<file path="src/rtl/spi8_pkg.sv">
// Shared constants and state encoding for the 8-lane SPI block receiver.
package spi8_pkg;

    localparam int SPI_LANES   = 8;
    localparam int BLOCK_BYTES = 16;
    localparam int BLOCK_W     = SPI_LANES * BLOCK_BYTES;

    typedef enum logic [1:0] {
        IDLE,
        RECV,
        DONE
    } rx_state_t;

endpackage

</file>
<file path="src/rtl/sync_edge.sv">
// Multi-flop synchronizer for one asynchronous control line, with edge
// detection between the last two synchronized samples.
module sync_edge #(
    parameter int   SYNC_STAGES = 2,
    parameter logic IDLE_LEVEL  = 1'b0
) (
    input  logic clk,
    input  logic resetn,
    input  logic async_in,
    output logic level,
    output logic rise,
    output logic fall
);

    logic [SYNC_STAGES:0] chain;
    logic [SYNC_STAGES:0] fill;

    // fill marks when both compared samples come from the real input rather
    // than the reset preset, so a line already active after reset is not
    // mistaken for a fresh edge.
    always_ff @(posedge clk or negedge resetn) begin
        if (!resetn) begin
            chain <= {(SYNC_STAGES + 1){IDLE_LEVEL}};
            fill  <= '0;
        end else begin
            chain <= {chain[SYNC_STAGES-1:0], async_in};
            fill  <= {fill[SYNC_STAGES-1:0], 1'b1};
        end
    end

    assign level = chain[SYNC_STAGES-1];
    assign rise  = fill[SYNC_STAGES] &  chain[SYNC_STAGES-1] & ~chain[SYNC_STAGES];
    assign fall  = fill[SYNC_STAGES] & ~chain[SYNC_STAGES-1] &  chain[SYNC_STAGES];

endmodule

</file>
<file path="src/rtl/spi_rx_8lane.sv">
// 8-lane SPI slave receiver: one byte per spi_clk rising edge, 16 bytes
// assembled MSB-first into a 128-bit block for the AES decryption engine.
module spi_rx_8lane #(
    parameter int SYNC_STAGES = 2,
    parameter int BLOCK_BYTES = 16
) (
    input  logic                       clk,
    input  logic                       resetn,
    input  logic                       spi_clk_in,
    input  logic                       spi_cs_n_in,
    input  logic [7:0]                 spi_data_in,
    output logic [8*BLOCK_BYTES-1:0]   rx_data,
    output logic                       rx_valid,
    output logic                       rx_busy,
    output logic                       irq_rx
);

    import spi8_pkg::*;

    localparam int         W         = SPI_LANES * BLOCK_BYTES;
    localparam logic [4:0] LAST_BYTE = 5'(BLOCK_BYTES - 1);

    rx_state_t                state;
    logic [4:0]               byte_cnt;
    logic [W-1:0]             shift;
    logic [SPI_LANES-1:0]     data_pipe [SYNC_STAGES];

    logic clk_level, clk_rise, clk_fall;
    logic cs_level, cs_rise, cs_fall;
    logic unused_sync;

    logic [SPI_LANES-1:0] cur_byte;
    logic [W-1:0]         next_shift;

    sync_edge #(.SYNC_STAGES(SYNC_STAGES), .IDLE_LEVEL(1'b0)) u_clk_sync (
        .clk      (clk),
        .resetn   (resetn),
        .async_in (spi_clk_in),
        .level    (clk_level),
        .rise     (clk_rise),
        .fall     (clk_fall)
    );

    sync_edge #(.SYNC_STAGES(SYNC_STAGES), .IDLE_LEVEL(1'b1)) u_cs_sync (
        .clk      (clk),
        .resetn   (resetn),
        .async_in (spi_cs_n_in),
        .level    (cs_level),
        .rise     (cs_rise),
        .fall     (cs_fall)
    );

    assign unused_sync = &{1'b0, clk_level, clk_fall, cs_level};

    // Data lanes follow the same depth as the clock synchronizer so the byte
    // read on a detected rise is the one sampled alongside that clock edge.
    always_ff @(posedge clk or negedge resetn) begin
        if (!resetn) begin
            for (int s = 0; s < SYNC_STAGES; s++) data_pipe[s] <= '0;
        end else begin
            data_pipe[0] <= spi_data_in;
            for (int s = 1; s < SYNC_STAGES; s++) data_pipe[s] <= data_pipe[s-1];
        end
    end

    assign cur_byte   = data_pipe[SYNC_STAGES-1];
    assign next_shift = {shift[W-SPI_LANES-1:0], cur_byte};

    always_ff @(posedge clk or negedge resetn) begin
        if (!resetn) begin
            state    <= IDLE;
            byte_cnt <= '0;
            shift    <= '0;
            rx_data  <= '0;
            rx_valid <= 1'b0;
            rx_busy  <= 1'b0;
            irq_rx   <= 1'b0;
        end else begin
            rx_valid <= 1'b0;
            case (state)
                IDLE: begin
                    if (cs_fall) begin
                        state   <= RECV;
                        irq_rx  <= 1'b0;
                        rx_busy <= 1'b1;
                        // A clock edge coinciding with the frame start is byte 0.
                        if (clk_rise) begin
                            shift    <= next_shift;
                            byte_cnt <= 5'd1;
                        end else begin
                            byte_cnt <= 5'd0;
                        end
                    end
                end
                RECV: begin
                    if (cs_rise) begin
                        state   <= IDLE;
                        rx_busy <= 1'b0;
                    end else if (clk_rise) begin
                        shift <= next_shift;
                        if (byte_cnt == LAST_BYTE) begin
                            rx_data  <= next_shift;
                            rx_valid <= 1'b1;
                            irq_rx   <= 1'b1;
                            state    <= DONE;
                        end
                        byte_cnt <= byte_cnt + 5'd1;
                    end
                end
                DONE: begin
                    if (cs_rise) begin
                        state   <= IDLE;
                        rx_busy <= 1'b0;
                    end
                end
                default: state <= IDLE;
            endcase
        end
    end

endmodule

</file>
<file path="config.mk">
export PLATFORM = sky130hd
export DESIGN_NAME = spi_rx_8lane
export DESIGN_NICKNAME = d
export VERILOG_FILES = /design/src/rtl/spi8_pkg.sv /design/src/rtl/sync_edge.sv /design/src/rtl/spi_rx_8lane.sv
export SDC_FILE = /design/constraint.sdc
export NUM_CORES = 1
export LEC_CHECK = 0
export ABC_AREA = 0
export BUFFER_PORTS_ARGS = -buffer_cell sky130_fd_sc_hd__buf_2
export CAP_MARGIN = 15
export CORE_ASPECT_RATIO = 0.9
export CORE_MARGIN = 5
export CORE_UTILIZATION = 55
export DETAILED_ROUTE_END_ITERATION = 7
export GPL_TIMING_DRIVEN = 0
export PLACE_DENSITY_LB_ADDON = 0.3
export SYNTH_ARGS = -nofsm -noshare
export SYNTH_HDL_FRONTEND = slang
export SYNTH_SLANG_ARGS = --single-unit
</file>
<file path="constraint.sdc">
create_clock -name clk -period 3 [get_ports clk]
set_clock_uncertainty 0.2 [all_clocks]
set_input_delay 0.15 -clock clk [delete_from_list [all_inputs] [get_ports clk]]
set_output_delay 0.15 -clock clk [all_outputs]
set_load 0.02 [all_outputs]
</file>
[After elaboration in Yosys (flattened, before gate mapping)]
Index checks and enable logic that the tools add are counted.
W data, S select, Z words.
Operators by class
  add/subtract/negate cells: 1
  eq/ne operators: 11
  mux-type cells: 27
  bitwise logic cells: 10
  reductions and logical operators: 10
Operator list (number)
  $mux W128: 3
  $pmux W128 S2: 1
  $mux W5: 3
  $reduce_and A4 Y1: 3
  $mux W1: 11
  $mux W2: 5
  $ne A2 B2 Y1 const B: 5
  $pmux W5 S2: 1
  $and A1 B1 Y1: 6
  $ne A3 B3 Y1 const B: 2
  $pmux W2 S3: 1
  $reduce_and A3 Y1: 2
  $add A5 B1 Y5 const B: 1
  $eq A5 B4 Y1 const B: 1
  $reduce_and A5 Y1: 1
  $not A1 Y1: 4
  $pmux W1 S2: 2
  $reduce_bool A2 Y1: 2
  $eq A2 B1 Y1 const B: 1
  $eq A2 B2 Y1 const B: 1
  $logic_not A2 Y1: 1
  $ne A2 B1 Y1 const B: 1
  $reduce_or A2 Y1: 1
Word-level totals
  register bits after elaboration: 294
  input port bits: 12
  output and inout port bits: 131
  logic and storage cells: 72

[Logic depth before layout (Yosys ltp)]
Gate-level depths: netlist of the first run.
  depth in word-level cells: 5
  mapped depth: 9
  depth with buffers taken out: 7

[Modules after synthesis]
Synthesis of the first run repeated with hierarchy kept, for this count alone.
Unflattened totals
  cells, all modules: 621
  area, all modules: 10596.4 um^2
Modules (own cells, without submodules)
  spi_rx_8lane: instances 1, cells each 603, area an instance 10249.8 um^2, seq. area each 6856.6 um^2
  sync_edge at u_cs_sync: instances 1, cells each 9, area an instance 175.2 um^2, seq. area each 153.9 um^2
  sync_edge at u_clk_sync: instances 1, cells each 9, area an instance 171.4 um^2, seq. area each 150.1 um^2

[Worst setup path after synthesis of the first run]
OpenSTA, ideal clock, no wires.
  path kind: register to register
  start: register state[0]
  end: register shift[104]
  library setup time: 0.125 ns
  data arrival time: 1.875 ns
  required time: 2.675 ns
  setup slack: 0.801 ns
  stages on the path, launching flop included: 10
  buffers on the path: 3
  period minus slack after synthesis: 2.199 ns
  cell sequence: dfrtp_1 inv_1 ha_1 buf_2 nand2b_1 a21oi_2 o21ai_1 buf_4 buf_6 mux2_2
On the way
  longest elaborated chain between the ends: 3
  elaborated cells between the ends (all ways): 7
  classes of those cells: eq/ne: 3; mux: 1; reduce/logical: 3
RTL lines
  start: declaration: RTL line spi_rx_8lane.sv:23  | rx_state_t state;
  start signal: assignment: RTL line spi_rx_8lane.sv:71  | state <= IDLE;
  start signal: assignment: RTL line spi_rx_8lane.sv:83  | state <= RECV;
  start signal: assignment: RTL line spi_rx_8lane.sv:97  | state <= IDLE;
  $eq A2 B1 Y1 / $logic_not A2 Y1 (equally long branches): RTL line spi_rx_8lane.sv:80  | case (state)
  $ne A2 B2 Y1 (no source line) / $reduce_bool A2 Y1 (equally long branches)
  $reduce_and A3 Y1 (no source line)
  end signal: assignment: RTL line spi_rx_8lane.sv:88  | shift <= next_shift;
  end signal: assignment: RTL line spi_rx_8lane.sv:100  | shift <= next_shift;
  end: declaration: RTL line spi_rx_8lane.sv:25  | logic [W-1:0] shift;
Parallel ways exist; a longest one is shown, timed or not.
A chain may end at the register's enable or synchronous reset.

[Final worst setup path of the first run]
  start: register state[0]
  end: register shift[115]
Same word-level chain as after synthesis.

==> results of run 1 <==
area by class of cell:
class,count,area (µm²),area share [%]
clock inverters,7,88.8,0.694
multi-input cells,298,3290,25.7
plain buffers,28,265,2.07
repair buffers,157,916,7.16
clock buffers,41,808,6.32
flip-flops and latches,283,7090,55.4
well taps,250,313,2.45
inverters,7,28.8,0.225
critical path: stages, from the launching register on:
cell,delay [ps]
dfrtp_1,400
inv_1,130
ha_1,160
buf_2,190
nand2b_1,180
a21oi_2,110
o21ai_1,250
buf_4,300
buf_6,200
mux2_1,330
power groups by stage:
stage,clock network [mW],logic [mW],registers (mW)
2_1_floorplan,0,0.495,4.31
3_3_place_gp,0,0.642,4.38
3_5_place_dp,0,0.694,4.40
4_1_cts,3.44,0.719,4.33
5_1_grt,3.60,0.784,4.36
6_report,3.35,0.709,4.33
routing by layer:
layer / up-vias / track usage, % / wire, µm
li1: 2554 / - / -
met1: 2975 / 25.2 / 8670
met2: 115 / 30.6 / 9770
met3: 26 / 3.92 / 1090
met4: 0 / 3.70 / 324
met5: - / 0 / 0
timing repair:
| item | CTS | global route |
|---|---|---|
| hold buffers | 13 | 0 |
| setup endpoints to repair | 0 | 0 |
| endpoints found under the hold margin | 158 | 0 |
synth_stat cells, drive strengths merged:
master,number
conb,1
a22o,1
inv,7
dfrtp,280
a32o,1
and3b,1
a211oi,1
and2,2
a221o,1
a21o,1
mux2,248
ha,6
nand3,3
nand2,1
buf,28
o21ai,2
nor3,2
o31ai,2
a31oi,1
nand4b,1
and3,2
a21oi,7
nand2b,2
a2bb2oi,1
dfstp,3
a221oi,1
o2bb2ai,3
nand3b,2
or2,1
nand4,1
o21bai,1
nor2,2
flip-flops by register name (all words and copies together) (netlist names):
signal and cells:
u_cs_sync.chain 3, shift 120, u_clk_sync.fill 1, state 2, u_clk_sync.chain 3, rx_valid 1
byte_cnt 5, rx_data 128, rx_busy 1, data_pipe 8, u_cs_sync.fill 2, cur_byte 8
irq_rx 1
kinds of logic after synthesis:
| group | after synthesis |
|---|---|
| AO/OA/AOI/OAI | 23 |
| AND/OR/NAND/NOR | 20 |
| multiplexers | 248 |
| adder cells (fa/ha/maj) | 6 |
| buffers and inverters | 35 |
| other | 1 |
| flip-flops | 283 |
worst min path at each step:
| stage | start | to | depth (start not counted) |
|---|---|---|---|
| 6_report | spi_data_in[7] | data_pipe[15] | 2 |
| 5_1_grt | spi_data_in[5] | data_pipe[13] | 2 |
| 4_1_cts | spi_data_in[7] | data_pipe[15] | 2 |
| 3_5_place_dp | resetn | rx_data[45] | 1 |
| 3_3_place_gp | spi_cs_n_in | u_cs_sync.chain[0] | 1 |
| 2_1_floorplan | resetn | byte_cnt[0] | 0 |
metrics by stage:
| stage | worst slack (ps) | instance area [µm²] | utilization (%) |
|---|---|---|---|
| after floorplan | 801 | 10700 | - |
| final | 427 | 12800 | 67.0 |
| after global routing | 262 | 12800 | 67.0 |
| after CTS | 400 | 12800 | 67.0 |
| after detailed placement | 413 | 11800 | 61.6 |
| after global placement | -3170 | 11700 | 61.2 |
==> run_results.csv, run 1 <==
group,metric,value,unit
timing,max_slew_margin,57.2,%
yosys,ys_seq_area_share,66.4,%
global_route,overflow,0,
power,vdd_ir_drop_max,0.456,mV
yosys,synthDistinctLibCells,42,
floorplanning,die_w,157,µm
cells_and_area,layout_common_cells,"dfrtp_1 (280), mux2_2 (199), buf_2 (149)",
route,num_vias,5670,
clocking,cts_inserted_buffers,27,
clocking,cts_resized,0,
cells_and_area,instances_no_fill,1071,
yosys,synthMuxAreaShare,27.2,%
yosys,ys_ff_latch,283,
floorplanning,num_rows,48,
power,p_leak,6.90,nW
cells_and_area,drive_gt1_share,55.2,%
floorplanning,die_area,22300,µm²
floorplanning,start_util,55.9,%
timing,hold_viol,0,
power,power.total,8.39,mW
floorplanning,die_h,142,µm
place,dp_hpwl,13800,µm
timing,rsz0062_at_grt,"no",
cells_and_area,final_common_cell,"dfrtp_1",
power,combPwrFrac,8.5,%
route,routed_wl,19800,µm
yosys,synth_xor_area_share,0,%
timing,setup_violations,0,
power,p_int,6.48,mW
clocking,cts_tree,"built",
yosys,synth.largest_area_cell,"dfrtp_1",
route,ant_nets,0,
place,port_buffers,142,
global_route,grt_max_degree,133,
worst_setup_path,crit_path_start,"state[0]",
worst_setup_path,cp.required,3190,ps
worst_setup_path,worstReg2RegEnd,"shift[115]",
yosys,synth_top_area_share,65.7,%
worst_setup_path,regToRegStartpoint,"state[0]",
yosys,synth_top_family_by_area,"multiplexers",
yosys,synth-compound-area-share,1.58,%
timing,finalCriticalPeriod,2570,ps
worst_setup_path,critical_path_class,"reg2reg",
route,wire_per_inst,18.5,µm
timing,drv_slew,0,
floorplanning,ios,143,
yosys,syn_inst,616,
worst_setup_path,start_kind,"flop",
worst_setup_path,endpoint,"shift[115]",
power,seq_power_share,51.6,%
power,pwr-share-clk,39.9,%
global_route,track_usage,18.3,%
timing,min_period_over_period,85.8,%
route,drt-initial-drc-count,195,
place,gp_congestion,0.815,
yosys,syn_avg_cell_area,17.3,µm²
min_path,hp-class,"in2reg",
worst_setup_path,r2r_slack,430,ps
timing,tns,0,ps
route,drc,0,
timing,clock.fmax,389,MHz
worst_setup_path,worst_setup_path_end_kind,"flop",
route,viasPerCell,5.29,
yosys,synth-simple-area-share,1.26,%
run,maxCapViolCount,0,
floorplanning,fp.coreArea,19100,µm²
clocking,cts_max_path_buffers,3,
cells_and_area,num_antenna_cells,0,
power,swShare,22.7,%
timing,hold_slack,72.3,ps
worst_setup_path,reg2regPathDepth,9,
outcome,status,"completed",
global_route,antenna_found_initial,0,
clocking,clock_latency,510,ps
clocking,h-tree-depth,1,
cells_and_area,nNetsFinal,820,
clocking,clock_sinks,283,
yosys,synth_fa_ha_area_share,0.704,%
yosys,syn_nets,634,
yosys,ys_top_cells_by_area,"dfrtp_1 (66%), mux2_2 (21%), mux2_4 (4.2%)",
yosys,synth_area,10700,µm²
power,power_switching,1.90,mW
cells_and_area,syn_to_final_growth,19.9,%
power,power_density,655,nW/µm²
clocking,postCtsSetupBuffers,0,
cells_and_area,nFillCells,1326,
worst_setup_path,cp_max_fo,10,
worst_setup_path,worst_ep_arrival_time,2760,ps
yosys,yosys_warnings,0,
timing,worstMarginPinSlew,643,ps
route,drt_first_pass_iters,4,
clocking,cts_root_buffer,"clkbuf_16",
clocking,clkTransAtPathRegs,60,ps
global_route,grt_pass1_wl,33000,µm
place,place_inst,1010,
global_route,grt_pass1_vias,6167,
Note: power is estimated with default switching activity, not from simulation.
==> run 2, diff against run 1 <==
- CAP_MARGIN: 15 -> 20
- SYNTH_HIERARCHICAL: default -> 1
==> run_results.csv, run 2 <==
group,metric,value,unit
timing,setup_violations,0,
cells_and_area,syn_to_final_growth,21.4,%
global_route,grt_max_degree,128,
clocking,cts_max_path_buffers,3,
route,routed_wl,19600,µm
yosys,syn_avg_cell_area,17.1,µm²
worst_setup_path,cp.required,3210,ps
cells_and_area,final_cell_area,12800,µm²
clocking,clock_latency,530,ps
clocking,cts_root_buffer,"clkbuf_16",
timing,finalCriticalPeriod,2730,ps
cells_and_area,num_antenna_cells,0,
timing,hold_viol,0,
cells_and_area,nNetsFinal,824,
cells_and_area,top_register,"rx_data",
timing,max_slew_margin,58.1,%
timing,min_period_over_period,90.9,%
cells_and_area,largest_reg_flops,128,
outcome,status,"completed",
power,power_density,688,nW/µm²
run,maxCapViolCount,0,
route,drt-initial-drc-count,182,
floorplanning,fp.coreArea,19000,µm²
timing,hold_slack,64.2,ps
clocking,cts_inserted_buffers,27,
cells_and_area,top_regs,"rx_data (128), shift (120)",
timing,rsz0062_at_grt,"no",
worst_setup_path,reg2regPathDepth,8,
worst_setup_path,critical_path_class,"reg2reg",
route,num_vias,5638,
floorplanning,die_h,142,µm
cells_and_area,layout_common_cells,"dfrtp_1 (283), buf_2 (151), mux2_2 (149)",
timing,worstMarginPinSlew,628,ps
route,drc,0,
cells_and_area,nFillCells,1301,
worst_setup_path,worst_setup_path_end_kind,"flop",
clocking,clock_sinks,286,
global_route,overflow,0,
route,wire_per_inst,18.2,µm
route,viasPerCell,5.24,
power,p_leak,7.06,nW
floorplanning,die_area,22100,µm²
cells_and_area,instances_no_fill,1076,
place,port_buffers,142,
global_route,grt_pass1_vias,6241,
clocking,cts_tree,"built",
cells_and_area,final_common_cell,"dfrtp_1",
place,gp_congestion,0.750,
timing,drv_slew,0,
global_route,track_usage,18.2,%
yosys,synth_area,10600,µm²
cells_and_area,multiInputGateArea,3170,µm²
floorplanning,die_w,156,µm
place,place_inst,1014,
global_route,grt_pass1_wl,33000,µm
place,placed_cell_area,11700,µm²
floorplanning,start_util,55.6,%
min_path,hold_path_depth,2,
route,ant_nets,0,
power,power.total,8.84,mW
floorplanning,ios,143,
yosys,yosys_warnings,6,
cells_and_area,final_core_utilization,67.5,%
cells_and_area,seqCellArea,7160,µm²
global_route,antenna_found_initial,0,
min_path,hp-class,"in2reg",
worst_setup_path,start_kind,"flop",
worst_setup_path,worst_ep_arrival_time,2940,ps
cells_and_area,drive_gt1_share,45.0,%
power,vdd_ir_drop_max,0.480,mV
worst_setup_path,cp_max_fo,10,
route,drt_first_pass_iters,4,
clocking,clkTransAtPathRegs,60,ps
floorplanning,num_rows,48,
place,dp_hpwl,13700,µm
yosys,syn_nets,638,
timing,clock.fmax,367,MHz
yosys,syn_inst,620,
clocking,h-tree-depth,1,
[run 2: layout make-up]
type | instances | area share (%)
flip-flops and latches | 286 | 55.7
inverters | 10 | 0.292
clock inverters | 14 | 2.16
clock buffers | 35 | 5.88
well taps | 250 | 2.43
multi-input cells | 297 | 24.7
plain buffers | 27 | 1.67
repair buffers | 157 | 7.13
[run 2: layer usage]
| layer | wire (µm) | vias up | part of all wire (%) | GRT usage, % |
|---|---|---|---|---|
| li1 | - | 2556 | - | - |
| met1 | 8570 | 2921 | 44 | 25.3 |
| met2 | 9510 | 130 | 49 | 30.3 |
| met3 | 1080 | 31 | 5.5 | 3.66 |
| met4 | 396 | 0 | 2.0 | 3.47 |
| met5 | 0 | - | 0 | 0 |
[run 2: power by group]
group / internal (mW) / switching [mW] / total (mW)
Combinational: 0.337 / 0.344 / 0.680
Sequential: 4.10 / 0.193 / 4.30
Clock: 2.46 / 1.40 / 3.86
Total: 6.90 / 1.94 / 8.84
[run 2: final timing paths]
kind	start	end	slack (ps)
max reg2reg	state[1]	rx_data[38]	270
min reg2reg	data_pipe[9]	cur_byte[1]	150
max in group asynchronous	resetn	shift[109]	1460
min	spi_data_in[1]	data_pipe[9]	60
min in group asynchronous	resetn	irq_rx	520
max	state[1]	rx_data[38]	270
[run 2: stage by stage]
stage               setup WS [ps]  setup TNS, ps
finish                        272              0
global route                 24.6              0
CTS                           243              0
detailed placement            262              0
global placement            -3220        -908000
floorplan                     836              0
[run 2: worst max-delay path: stages, from the launching register on]
cell	delay, ps
dfrtp_1	420
inv_1	110
ha_1	220
nor2b_1	200
nand3_1	380
inv_2	240
buf_4	230
buf_4	230
mux2_2	360
[run 2: timing repair]
item | in CTS | in global routing
hold buffers | 13 | 0
buffers inserted | 0 | 0
gates resized for setup | 0 | 0
endpoints found under the hold margin | 293 | 0
